`config.mk`:
```
export PLATFORM = sky130hd
export DESIGN_NAME = calc_sequencer_flat
export DESIGN_NICKNAME = d
export VERILOG_FILES = /design/src/rtl/calc_if.sv /design/src/rtl/calc_sequencer.sv /design/src/flat_wrapper.sv
export SDC_FILE = /design/constraint.sdc
export NUM_CORES = 1
export LEC_CHECK = 0
export CAP_MARGIN = 10
export CORE_ASPECT_RATIO = 0.7
export CORE_MARGIN = 2
export CORE_UTILIZATION = 52
export CTS_CLUSTER_SIZE = 16
export DETAILED_ROUTE_END_ITERATION = 8
export PLACE_DENSITY = 0.78
export SLEW_MARGIN = 15
export SYNTH_ARGS = -nofsm -noshare
export SYNTH_HDL_FRONTEND = slang
export SYNTH_SLANG_ARGS = --single-unit
```
`constraint.sdc`:
```
create_clock -name CLK -period 2.35 [get_ports CLK]
set_input_delay 0.47 -clock CLK [delete_from_list [all_inputs] [get_ports CLK]]
set_output_delay 0.47 -clock CLK [all_outputs]
set_load 0.1 [all_outputs]
```
`src/rtl/calc_if.sv`:
```
// Purpose: keypad buttons, arithmetic-unit handshake and control outputs of the calculator sequencer.
// Latency: none, this is only a bundle of wires.
// Backpressure: none. The master drives buttons and DONE. The slave drives the control pulses and status.
interface calc_if;
    logic       Enter;
    logic       Add;
    logic       Sub;
    logic       Mul;
    logic       Div;
    logic       DONE;
    logic       LdA;
    logic       LdB;
    logic       START_MUL;
    logic       START_DIV;
    logic [3:0] OP;
    logic       DISP_RES;
    logic       BUSY;
    logic       ERR;

    modport master (
        output Enter, Add, Sub, Mul, Div, DONE,
        input  LdA, LdB, START_MUL, START_DIV, OP, DISP_RES, BUSY, ERR
    );

    modport slave (
        input  Enter, Add, Sub, Mul, Div, DONE,
        output LdA, LdB, START_MUL, START_DIV, OP, DISP_RES, BUSY, ERR
    );
endinterface

```
`src/rtl/calc_sequencer.sv`:
```
// Purpose: calculator control FSM. It takes operand entry, op latching and mul/div launch, with a timeout.
// Latency: a button edge produces the LdA/LdB pulse in the next cycle. START_* follows LdB by one cycle.
// Backpressure: none. Presses that arrive where they are not accepted are dropped and never queued.
module calc_sequencer #(
    parameter int unsigned TIMEOUT = 200
) (
    input  logic  CLK,
    input  logic  CLR,
    calc_if.slave bus
);

    typedef enum logic [2:0] {
        S_A    = 3'd0,
        S_B    = 3'd1,
        S_EXEC = 3'd2,
        S_WAIT = 3'd3,
        S_SHOW = 3'd4
    } state_t;

    localparam logic [3:0] OP_NONE = 4'b0000;
    localparam logic [3:0] OP_ADD  = 4'b0001;
    localparam logic [3:0] OP_SUB  = 4'b0010;
    localparam logic [3:0] OP_MUL  = 4'b0100;
    localparam logic [3:0] OP_DIV  = 4'b1000;

    localparam logic [7:0] TIMEOUT_C = 8'(TIMEOUT);

    // Button vector order: {Enter, Add, Sub, Mul, Div}
    localparam int B_ENT = 4;
    localparam int B_ADD = 3;
    localparam int B_SUB = 2;
    localparam int B_MUL = 1;
    localparam int B_DIV = 0;

    state_t     state_q, state_d;
    logic [3:0] op_q, op_d;
    logic       err_q, err_d;
    logic [7:0] cnt_q, cnt_d;
    logic [4:0] prev_q, prev_d;
    logic       lda_q, lda_d;
    logic       ldb_q, ldb_d;
    logic       smul_q, smul_d;
    logic       sdiv_q, sdiv_d;

    logic [4:0] btn;
    logic [4:0] press;
    logic [3:0] op_sel;
    logic [7:0] cnt_inc;

    assign btn     = {bus.Enter, bus.Add, bus.Sub, bus.Mul, bus.Div};
    assign press   = btn & ~prev_q;
    assign cnt_inc = cnt_q + 8'd1;

    // Simultaneous op presses collapse to one op: Add > Sub > Mul > Div
    always_comb begin
        op_sel = OP_NONE;
        if (press[B_ADD])      op_sel = OP_ADD;
        else if (press[B_SUB]) op_sel = OP_SUB;
        else if (press[B_MUL]) op_sel = OP_MUL;
        else if (press[B_DIV]) op_sel = OP_DIV;
    end

    // Next-state logic. The pulses default low, so each pulse lasts one cycle.
    always_comb begin
        state_d = state_q;
        op_d    = op_q;
        err_d   = err_q;
        cnt_d   = cnt_q;
        prev_d  = btn;
        lda_d   = 1'b0;
        ldb_d   = 1'b0;
        smul_d  = 1'b0;
        sdiv_d  = 1'b0;
        case (state_q)
            S_A: begin
                if (op_sel != OP_NONE) begin
                    op_d    = op_sel;
                    lda_d   = 1'b1;
                    state_d = S_B;
                end
            end
            S_B: begin
                // A new op in the same cycle as Enter is latched first, so Enter executes the newest op
                if (op_sel != OP_NONE) begin
                    op_d = op_sel;
                end
                if (press[B_ENT]) begin
                    ldb_d   = 1'b1;
                    state_d = S_EXEC;
                end
            end
            S_EXEC: begin
                cnt_d = 8'd0;
                if (op_q == OP_MUL) begin
                    smul_d  = 1'b1;
                    state_d = S_WAIT;
                end else if (op_q == OP_DIV) begin
                    sdiv_d  = 1'b1;
                    state_d = S_WAIT;
                end else begin
                    state_d = S_SHOW;
                end
            end
            S_WAIT: begin
                cnt_d = cnt_inc;
                // DONE wins over a timeout that lands in the same cycle
                if (bus.DONE) begin
                    state_d = S_SHOW;
                end else if (cnt_inc == TIMEOUT_C) begin
                    err_d   = 1'b1;
                    state_d = S_SHOW;
                end
            end
            S_SHOW: begin
                if (press[B_ENT]) begin
                    op_d    = OP_NONE;
                    err_d   = 1'b0;
                    state_d = S_A;
                end
            end
            default: begin
                state_d = S_A;
            end
        endcase
    end

    // State and output registers. Reset holds the previous-value registers at 1 so that held buttons stay quiet.
    always_ff @(posedge CLK) begin
        if (CLR) begin
            state_q <= S_A;
            op_q    <= OP_NONE;
            err_q   <= 1'b0;
            cnt_q   <= 8'd0;
            prev_q  <= '1;
            lda_q   <= 1'b0;
            ldb_q   <= 1'b0;
            smul_q  <= 1'b0;
            sdiv_q  <= 1'b0;
        end else begin
            state_q <= state_d;
            op_q    <= op_d;
            err_q   <= err_d;
            cnt_q   <= cnt_d;
            prev_q  <= prev_d;
            lda_q   <= lda_d;
            ldb_q   <= ldb_d;
            smul_q  <= smul_d;
            sdiv_q  <= sdiv_d;
        end
    end

    assign bus.LdA       = lda_q;
    assign bus.LdB       = ldb_q;
    assign bus.START_MUL = smul_q;
    assign bus.START_DIV = sdiv_q;
    assign bus.OP        = op_q;
    assign bus.ERR       = err_q;
    assign bus.DISP_RES  = (state_q == S_SHOW);
    assign bus.BUSY      = (state_q == S_EXEC) || (state_q == S_WAIT);

endmodule

```
`src/flat_wrapper.sv`:
```
// flat-port wrapper written by rule: the top's interface ports become plain ports
module calc_sequencer_flat 
#(
    parameter int unsigned TIMEOUT = 200
)
  (CLK, CLR, bus_Enter, bus_Add, bus_Sub, bus_Mul, bus_Div, bus_DONE, bus_LdA, bus_LdB, bus_START_MUL, bus_START_DIV, bus_OP, bus_DISP_RES, bus_BUSY, bus_ERR);
  calc_if bus_i ();
  input  logic CLK;
  input  logic CLR;
  input wire logic [$bits(bus_i.Enter)-1:0] bus_Enter;
  input wire logic [$bits(bus_i.Add)-1:0] bus_Add;
  input wire logic [$bits(bus_i.Sub)-1:0] bus_Sub;
  input wire logic [$bits(bus_i.Mul)-1:0] bus_Mul;
  input wire logic [$bits(bus_i.Div)-1:0] bus_Div;
  input wire logic [$bits(bus_i.DONE)-1:0] bus_DONE;
  output wire logic [$bits(bus_i.LdA)-1:0] bus_LdA;
  output wire logic [$bits(bus_i.LdB)-1:0] bus_LdB;
  output wire logic [$bits(bus_i.START_MUL)-1:0] bus_START_MUL;
  output wire logic [$bits(bus_i.START_DIV)-1:0] bus_START_DIV;
  output wire logic [$bits(bus_i.OP)-1:0] bus_OP;
  output wire logic [$bits(bus_i.DISP_RES)-1:0] bus_DISP_RES;
  output wire logic [$bits(bus_i.BUSY)-1:0] bus_BUSY;
  output wire logic [$bits(bus_i.ERR)-1:0] bus_ERR;
  assign bus_i.Enter = bus_Enter;
  assign bus_i.Add = bus_Add;
  assign bus_i.Sub = bus_Sub;
  assign bus_i.Mul = bus_Mul;
  assign bus_i.Div = bus_Div;
  assign bus_i.DONE = bus_DONE;
  assign bus_LdA = bus_i.LdA;
  assign bus_LdB = bus_i.LdB;
  assign bus_START_MUL = bus_i.START_MUL;
  assign bus_START_DIV = bus_i.START_DIV;
  assign bus_OP = bus_i.OP;
  assign bus_DISP_RES = bus_i.DISP_RES;
  assign bus_BUSY = bus_i.BUSY;
  assign bus_ERR = bus_i.ERR;
  calc_sequencer #(.TIMEOUT(TIMEOUT)) u_core (.CLK(CLK), .CLR(CLR), .bus(bus_i));
endmodule
```
[After elaboration in Yosys (flattened, before gate mapping)]
Index checks and enable logic that the tools add are counted.
Word-level totals
  output and inout port bits: 11
  logic and storage cells: 67
  flip-flop bits (word level): 25
  input bits: 8
Operators by class
  add/sub/neg operators: 1
  reduce and logical (&&, ||, !) cells: 14
  equal/unequal tests: 14
  bitwise operators: 5
  multiplexer cells: 24
Operators with widths (count)
  two-way mux 4 bit: 6
  two-way mux 3 bit: 7
  case mux 8 bit (2 select lines): 1
  case mux 3 bit (5 select lines): 1
  inequality test 2 x 1 -> 1 bit, second input constant: 5
  adder 8 x 1 -> 8 bit, second input constant: 1
  == test 8 bit, second input constant: 1
  case mux 4 bit (2 select lines): 1
  AND reduction 4 bit: 2
  OR reduction 2 bit: 4
  two-way mux 1 bit: 7
  == test 3 x 2 -> 1 bit, second input constant: 2
  nonzero test 2 bit: 3
  bitwise AND 5 bit: 1
  NOT 5 bit: 1
  == test 4 x 3 -> 1 bit, second input constant: 1
  == test 4 bit, second input constant: 1
  nonzero test 4 bit: 1
  == test 3 x 1 -> 1 bit, second input constant: 1
  == test 3 bit, second input constant: 1
  zero test 3 bit: 1
  inequality test 3 x 2 -> 1 bit, second input constant: 1
  NOT 1 bit: 3
  AND reduction 3 bit: 1
  other kinds (4): 4

[Longest topological paths before layout]
  depth after elaboration: 9
  depth in mapped cells: 8
  gate-level depth less buffers: 6

[Worst setup path before layout]
No wires, ideal clock.
  kind: register -> register
  from: register u_core.op_q[2] (netlist: u_core.bus.OP[2])
  to: register u_core.state_q[0]
  data arrival time: 2.022 ns
  library setup time: 0.072 ns
  cell stages (with the launch flop): 6
  setup slack: 0.257 ns
  buffers on the path: 0
  period minus slack after synthesis: 2.093 ns
  required time: 2.278 ns
  path through: dfxtp_1 > xnor2_1 > nor4_1 > nor2b_1 > or4_1 > mux2i_1
Between the ends
  cells in the longest elaborated chain, start to end: 4
  elaborated cells between the ends (all ways): 5
  classes of those cells: 2 x eq/ne; 3 x mux
Ends and longest elaborated chain
  start: declaration: RTL line calc_sequencer.sv:36  | logic [3:0] op_q, op_d;
  start signal: assignment: RTL line calc_sequencer.sv:141  | op_q <= op_d;
  == test 4 bit: RTL line calc_sequencer.sv:97  | end else if (op_q == OP_DIV) begin
  two-way mux 3 bit: RTL line calc_sequencer.sv:97
  two-way mux 3 bit (*): RTL line calc_sequencer.sv:94  | if (op_q == OP_MUL) begin
  case mux 3 bit (5 select lines) (*): RTL line calc_sequencer.sv:74  | case (state_q)
  end signal: assignment: RTL line calc_sequencer.sv:140  | state_q <= state_d;
  end: declaration: RTL line calc_sequencer.sv:35  | state_t state_q, state_d;
Every way passes the cells marked *; elsewhere a longest branch is shown, timed or not.
A chain may end at the register's enable or synchronous reset.

[Worst setup path after layout]
  from: register u_core.state_q[2]
  to: output bus_DISP_RES
Between the ends
  cells in the longest elaborated chain, start to end: 1
Ends and longest elaborated chain
  == test 3 bit: RTL line calc_sequencer.sv:158  | assign bus.DISP_RES = (state_q == S_SHOW);
  end: declaration: RTL line flat_wrapper.sv:21  | output wire logic [$bits(bus_i.DISP_RES)-1:0] bus_DISP_RES;
Every way passes these cells.

==> impl_metrics.yaml <==
outcome:
  status: "complete, no violations"
critical_path:
  crit_path_start: "u_core.state_q[2]"
  cp-start-kind: "register"
  criticalPathCategory: "register to output pin"
  required_ns: 1.88
  path_max_fanout: 10
  worst_path_max_delay_cell: "dfxtp_1"
  crit_path_end_kind: "output pin"
  path_cells: "or3b_2 -> inv_1 -> buf_12"
  r2r_start: "u_core.cnt_q[0]"
  max_stage_delay_ns: 0.55
  crit_arrival_ns: 1.72
floorplan:
  die_area_mm2: 0.002748
  die_w_um: 61.80
  rows: 14
  boundaryPins: 19
  die_h_um: 44.46
  initial_core_util_pct: 55.54
  coreArea_mm2: 0.002190
sta:
  finalMaxSlewViolations: 0
  grt_setup_unrepaired: "no"
  fin_crit_sh_pct: 93.01
  tightestPinTransition_ns: 0.5426
  max_slew_margin_pct: 63.35
  fin_skew_ns: 0.001648
  hold_viol: 0
  finalSetupViolCount: 0
  period_needed_ns: 2.186
  fmax_ghz: 0.4575
  tns_ns: 0
yosys:
  ys_seq_elements: 25
  yosysUniqueCellTypes: 37
  synth_enable_flop_cells: 0
  ys_warn_count: 0
  netlist_area_mm2: 0.001216
  syn_inst: 145
  synth_ff_type: "dfxtp_1"
  post_synth.cell_area_avg_um2: 8.387
  ys_seq_area_share_pct: 41.15
  syn_nets: 154
  synthTopCellsByArea: "dfxtp_1 41%, nor2_1 4.3%, mux2i_1 4.1%"
  synth_top_area_cell: "dfxtp_1"
  synth_top_area_share_pct: 41.15
  synth-async-reset-ratio_pct: 0
final_layout:
  layout_commonest_cell: "dfxtp_1"
  fillers: 204
  fin_nets: 173
  diodes: 0
  syn2layout_area_growth_pct: 20.06
  final_cell_mix: "25 x dfxtp_1, 14 x nor2_1, 13 x nand2_1, 13 x buf_4"
  drive_gt1_share_pct: 18.40
  utilization_pct: 66.69
grt:
  grt_pass1_vias: 999
  antenna_found_initial: 0
  grt_remaining_overflow: 0
  grt_pass1_wl_um: 4712
  track_usage_pct: 23.55
  grt_max_degree: 15
routing:
  firstDrtPassIters: 4
  drtIter0Drc: 48
  wire_per_inst_um: 13.95
  wl_met2_um: 1158
  vias: 1106
  drc: 0
  highest_layer: "met4"
  vias_per_cell: 5.672
  wl_met1_um: 1329
  ant_nets: 0
  drt_wl_total_um: 2720
  wl_met3_um: 212
clocking:
  root_buffer: "clkbuf_4"
  cts_tree: "yes"
  cts-hold-fix-buffers: 0
  clock-sinks: 25
  clk-insertion-delay-late_ns: 0.32
  cts_buffers: 3
  clkSlewWorstSetupHoldPaths_ns: 0.14
  cts_resized: 0
  cts_setup_buffers: 0
  htreeDepth: 1
  cts_buffer_depth: 2
pwr:
  power.density_mw_per_mm2: 700.3
  ir_drop_v: 0.0005748
  power_leakage_nw: 0.5588
placed_design:
  numPortBuffers: 18
  dpl.hpwl_um: 2034
  place.gp.congestion: 0.8725
worst_hold_path:
  hold_class: "register to register"
  min_from: "u_core.cnt_q[1]"
job:
  drv_cap: 0
metrics by stage:
stage               instance area (um2)  instances  hold slack [ns]  power [mW]  setup WS (ns)
floorplan                          1216        145           0.4620      0.7386         0.2568
global placement                   1433        191           0.4718      0.8253         0.2855
detailed placement                 1433        191           0.4829      0.8328         0.2252
CTS                                1460        195           0.5018       1.025         0.1789
global route                       1460        195           0.5431       1.077        0.08994
finish                             1460        195           0.5011       1.023         0.1643
final cells by class:
class	instances	area [um2]	share of cell area, %
Multi-Input combinational cell	107	665.6	45.59
Sequential cell	25	500.5	34.28
Timing Repair Buffer	22	207.7	14.22
Tap cell	32	40.04	2.742
Clock buffer	3	22.52	1.542
Inverter	5	18.77	1.285
Clock inverter	1	5.005	0.3428
metal layers:
layer	up-vias	GRT usage (%)
met4	0	5.106
met1	513	35.50
li1	554	-
met3	2	7.310
met5	-	0
met2	37	32.84
power by group:
group	total [mW]	internal, mW	switching, mW
Clock	0.196	0.0638	0.132
Sequential	0.494	0.450	0.0438
Combinational	0.333	0.128	0.204
worst paths after layout:
check / endpoint / slack [ns] / cells after the start
worst max-delay path: bus_DISP_RES / 0.16 / 3
worst min-delay path: u_core.cnt_q[1] / 0.50 / 2
worst max register to register: u_core.state_q[0] / 0.30 / 6
worst min register to register: u_core.cnt_q[1] / 0.50 / 2
registers in the layout (all words and copies together), names as in the netlist:
signal	count
u_core.bus.ERR	1
u_core.bus.LdA	1
u_core.bus.LdB	1
u_core.bus.OP	4
u_core.bus.START_DIV	1
u_core.bus.START_MUL	1
u_core.cnt_q	8
u_core.prev_q	5
u_core.state_q	3
synth_stat cells, types with 2 or more instances:
cell	instances
dfxtp_1	25
nor2_1	14
nand2_1	13
clkbuf_1	7
nor3_1	7
a21oi_1	6
nand2b_1	6
or2_2	6
inv_1	5
mux2i_1	5
nand3_1	5
nor4_1	5
a22oi_1	4
nor3b_1	4
nor2b_1	3
o21ai_0	3
a211o_1	2
a211oi_1	2
a21o_1	2
mux2_2	2
nand3b_1	2
xnor2_1	2
cells by family after synthesis:
logic type / count (synthesis) / share of synthesized area, %
AND/OR/NAND/NOR: 72 / 31.79
XOR/XNOR: 2 / 1.441
AO/OA/AOI/OAI: 25 / 14.51
multiplexers: 7 / 5.967
buffers and inverters: 13 / 4.115
flip-flops: 25 / 41.15
adder cells (fa/ha/maj): 1 / 1.029
worst max-delay path, delay by kind of cell (launching register included):
kind | cells | cell delay [ns]
buf+inv | 2 | 0.32
simple gates | 1 | 0.52
flops | 1 | 0.55
(Power assumes the default switching activity.)
==> edit 1, RTL diff (same settings) <==
Encoding of `state_t`: now Gray code (3 bits for 5 states).
--- a/src/rtl/calc_sequencer.sv
+++ b/src/rtl/calc_sequencer.sv
@@ -11,9 +11,9 @@
 
     typedef enum logic [2:0] {
-        S_A    = 3'd0,
-        S_B    = 3'd1,
-        S_EXEC = 3'd2,
-        S_WAIT = 3'd3,
-        S_SHOW = 3'd4
+        S_A    = 3'b000,
+        S_B    = 3'b001,
+        S_EXEC = 3'b011,
+        S_WAIT = 3'b010,
+        S_SHOW = 3'b110
     } state_t;
 
Function: no difference found for any inputs over 10 cycles, from zero or initial values; not proved beyond that.
==> edit 1 against the unedited design <==
- clock skew hardly changed
- area after synthesis shrank 6.7%
- wire length is 10% lower
- core utilization down 2.6 points
- sequential cell count unchanged
- final area decreased by 7.8%
- worst setup slack improved by 11 ps
- critical endpoint is now bus_BUSY
Power is not compared: it rests on default switching activity, and its combinational part moved more than twofold at a synthesized area within 25%.
==> edit 1: results (changes against the unedited design) <==
- Initial DRC count: 49 (+2.1%)
- DPL Wire Length: 1.778 mm (-13%)
- Family with the most delay on the worst path: simple AND/OR/NAND/NOR gates
- LEAKAGE: roughly 0.0005 uW
- Seq/Total Area, Yosys: 0.4410 (+0.02949)
- Final min period: 2175 ps (-10.57 ps)
- Routed length on met2: 1.066 mm (-7.9%)
- GR Util met1: 0.3123 (-0.04269)
- Setup slack, reg-to-reg: 530 ps (+230 ps)
- DR vias/cell: 5.827 (+2.7%)
- Share of layout cells above drive strength 1: 0.1875 (+0.003451)
- Commonest cells in the netlist: 25 x dfxtp_1, 15 x nand2_1, 6 x a21o_1, 6 x a21oi_1, 6 x nor2_1
- Post-synth cell types: 40 (+8.1%)
- Outcome: complete, no violations
- Launch point of the worst reg-to-reg path: u_core.state_q[2]
- Filler cell count: 187 (-8.3%)
- Dpl cells: 164 (-14%)
- Global-route wire length before repair: 4.209 mm (-11%)
- Hold Path Depth: 2 (unchanged)
- Area after DPL: 0.001319 mm2 (-7.9%)
- Post-synthesis async set-or-reset flop share: 0 (unchanged)
- DR WL/cell: 14.57 um (+4.4%)
- Synthesized instance count: 127 (-12%)
- Total length of routed met3 wires: 149 um (-30%)
- Layout Cells excl Fill: 168 (-14%)
- Global Route met2 Usage: 0.3174 (-0.01103)
- Initial antenna violation count: 0 (unchanged)
- Crit-path max FO: 18 (+8)
- Clock Tree Buf Depth: 2 (unchanged)
- Worst hold slack: 497.4 ps (-3.640 ps)
- TritonCTS buffer count: 3 (unchanged)
- Synth top area cells: dfxtp_1 44%, nand2_1 5.0%, a21o_1 4.0%
- Largest net degree at the start of global routing: 19 (+4)
- Gp weighted congestion: 0.8081 (-7.4%)
- Post-Syn Nets: 136 (-12%)
- Vias in the first global route: 916 (-8.3%)
- Min-Delay Startpoint: u_core.cnt_q[7]
- Largest Register: u_core.cnt_q
- Met1 wire length: 1.201 mm (-9.6%)
- Final net count: 154 (-11%)
- CP max stage delay: 520 ps (-30 ps)
- Hold Path Class: flop to flop
- Hold Path End: u_core.cnt_q[7]
- GRT Util Overall: 0.2203 (-0.01517)
- Worst reg2reg endpoint: u_core.cnt_q[5]
- Setup bufs post-CTS: 0 (unchanged)
- Max-slew headroom: 0.5627 (-0.07089)
- Ant. Diodes: 0 (unchanged)
- Worst-Skew Late Latency: 320 ps (about the same)
- Cells resized by post-CTS repair: 0 (unchanged)
- Critical-path top delay cell: nand2b_1
- Dpl ws: 355.5 ps (+130.3 ps)
- Crit path capture: bus_BUSY
- Reg2reg path depth: 4 (-2)
- Worst Path Arrival: 1710 ps
- Layout Skew: 2.042 ps (+0.3936 ps)
- Met3 Use GR: 0.06402 (-0.009075)
- Most common flop cell mapped by yosys: dfxtp_1
[edit 1: worst min-delay path, cell delays in order (launching register included)]
cell and delay [ps]:
dfxtp_1 350, nand2_1 70, a21oi_2 40
[edit 1: logic make-up after synthesis]
family,after synthesis,share of synthesized area
buf+inv,8,0.03417
mux,1,0.009922
simple gates,61,0.3065
flops,25,0.4410
compound gates,30,0.1897
fa+ha+maj,1,0.01102
xor+xnor,1,0.007719
[edit 1: layout make-up]
| class | instances | area (um2) | share of cell area |
|---|---|---|---|
| repair buffers | 19 | 185.2 | 0.1375 |
| clock buffers | 3 | 22.52 | 0.01673 |
| clock inverters | 1 | 5.005 | 0.003717 |
| flip-flops and latches | 25 | 500.5 | 0.3717 |
| multi-input cells | 94 | 595.6 | 0.4424 |
| well taps | 24 | 30.03 | 0.02230 |
| inverters | 2 | 7.507 | 0.005576 |
[edit 1: power breakdown]
part | switching (uW) | internal [uW]
combinational | 64.9 | 36.6
clock | 127 | 63.8
sequential | 15.4 | 436
==> edit 2, RTL diff (config.mk and constraints unchanged) <==
Without the edit above. `TIMEOUT` is set to 200 in 2 places; all go to 128.
--- a/src/rtl/calc_sequencer.sv
+++ b/src/rtl/calc_sequencer.sv
@@ -3,5 +3,5 @@
 // Backpressure: none. Presses that arrive where they are not accepted are dropped and never queued.
 module calc_sequencer #(
-    parameter int unsigned TIMEOUT = 200
+    parameter int unsigned TIMEOUT = 128
 ) (
     input  logic  CLK,
--- a/src/flat_wrapper.sv
+++ b/src/flat_wrapper.sv
@@ -2,5 +2,5 @@
 module calc_sequencer_flat 
 #(
-    parameter int unsigned TIMEOUT = 200
+    parameter int unsigned TIMEOUT = 128
 )
   (CLK, CLR, bus_Enter, bus_Add, bus_Sub, bus_Mul, bus_Div, bus_DONE, bus_LdA, bus_LdB, bus_START_MUL, bus_START_DIV, bus_OP, bus_DISP_RES, bus_BUSY, bus_ERR);
Check against the original RTL: no difference found for any inputs over 10 cycles, from zero or initial values; that may be too few to reach the edited logic, so the function may still have changed.
==> edit 2 against the unedited design <==
- largest power group unchanged
- final area grew 1.9%
- sequential cell count unchanged
- wire length grew 3.2%
- area after synthesis is 7.3% higher
- worst setup slack got worse by 28 ps
- first-iteration DRC count rose by 65%
- sequential power is 0.8% higher
- largest cell class unchanged
- clock skew hardly changed
- non-clock buffer count fell by 1
- power shrank 1.2%
- global-route usage fell by 2.9 points
- worst hold slack gained 2.0 ps
- die area up 6.7%
- highest routed layer unchanged
==> edit 2: results (changes against the unedited design) <==
- Synth top area cells: dfxtp_1 38%, nand3_1 4.2%, nor2_1 4.0%
- Layout Skew: 1.967 ps (+0.3184 ps)
- Hold Path Depth: 2 (unchanged)
- Largest net degree at the start of global routing: 18 (+3)
- GR Util met1: 0.2606 (-0.09435)
- Worst reg2reg endpoint: u_core.state_q[2]
- Dpl ws: 143.3 ps (-81.92 ps)
- LEAKAGE: 0.0005900 uW (+5.6%)
- Global Route met2 Usage: 0.3292 (+0.0007456)
- Crit-path max FO: 6 (-4)
- Filler cell count: 220 (+7.8%)
- Gp weighted congestion: 0.7761 (-11%)
- Min-Delay Startpoint: u_core.cnt_q[6]
- Final net count: 176 (+1.7%)
- Vias post-DR: 1,135 (+2.6%)
- Area after DPL: 0.001459 mm2 (+1.8%)
- Max-slew headroom: 0.6271 (-0.006460)
- DRT Wirelength: 2.808 mm (+3.2%)
- Launch point of the worst reg-to-reg path: u_core.cnt_q[1]
- DPL Wire Length: 2.143 mm (+5.4%)
- DR WL/cell: 14.11 um (+1.2%)
- Synthesized instance count: 150 (+3.4%)
- Seq/Total Area, Yosys: 0.3835 (-0.02801)
- Global-route wire length before repair: 4.540 mm (-3.7%)
- Share of layout cells above drive strength 1: 0.1939 (+0.009890)
- Outcome: complete, no violations
- Worst hold slack: 503.1 ps (+1.985 ps)
- CP max stage delay: 480 ps (-70 ps)
- Reg2reg path depth: 7 (+1)
- Crit Path Class: flop to flop
- Commonest cells in the netlist: 25 x dfxtp_1, 14 x nor2_1, 12 x nand2_1
- Hold Path End: u_core.cnt_q[6]
- Vias in the first global route: 1,021 (+2.2%)
edit 2: changes by cell type in the layout (fill, tap and decap cells not counted), moves of 2 or more:
cell,before,now
and3_2,0,2
nand3_1,5,11
nor2b_1,3,1
mux2i_1,5,3
a211o_1,2,0
nand3b_1,2,0
xnor2_1,2,5
a31oi_1,0,3
edit 2: cell type report:
| class | count | area, um2 | share of cell area |
|---|---|---|---|
| multi-input cells | 110 | 696.9 | 0.4685 |
| repair buffers | 21 | 200.2 | 0.1346 |
| clock buffers | 3 | 22.52 | 0.01514 |
| inverters | 5 | 18.77 | 0.01262 |
| clock inverters | 1 | 5.005 | 0.003364 |
| flip-flops and latches | 25 | 501.7 | 0.3373 |
| well taps | 34 | 42.54 | 0.02860 |
edit 2: cells by family (layout without fill, tap and decap cells):
| kind of cell | count (synthesis) | in the layout | synth area share |
|---|---|---|---|
| compound gates | 25 | 25 | 0.1342 |
| fa+ha+maj | 2 | 2 | 0.01917 |
| xor+xnor | 5 | 5 | 0.03356 |
| mux | 6 | 6 | 0.05177 |
| buf+inv | 15 | 30 | 0.08244 |
| flops | 25 | 25 | 0.3835 |
| simple gates | 72 | 72 | 0.2953 |
edit 2: report_power, final:
group / leakage, uW / total [uW] / switching [uW] / internal, uW
logic: 0.000368 / 315 / 202 / 113
registers: 0.000204 / 498 / 49.4 / 449
clock network: 0.0000177 / 196 / 132 / 64.0
total: 0.000590 / 1010 / 384 / 626
edit 2: layer usage:
layer / part of all wire / vias to the layer above / wire (um)
met5: 0 / - / 0
met1: 0.43 / 520 / 1220
met3: 0.080 / 9 / 226
met4: 0.022 / 0 / 62
met2: 0.46 / 47 / 1298
li1: - / 559 / -
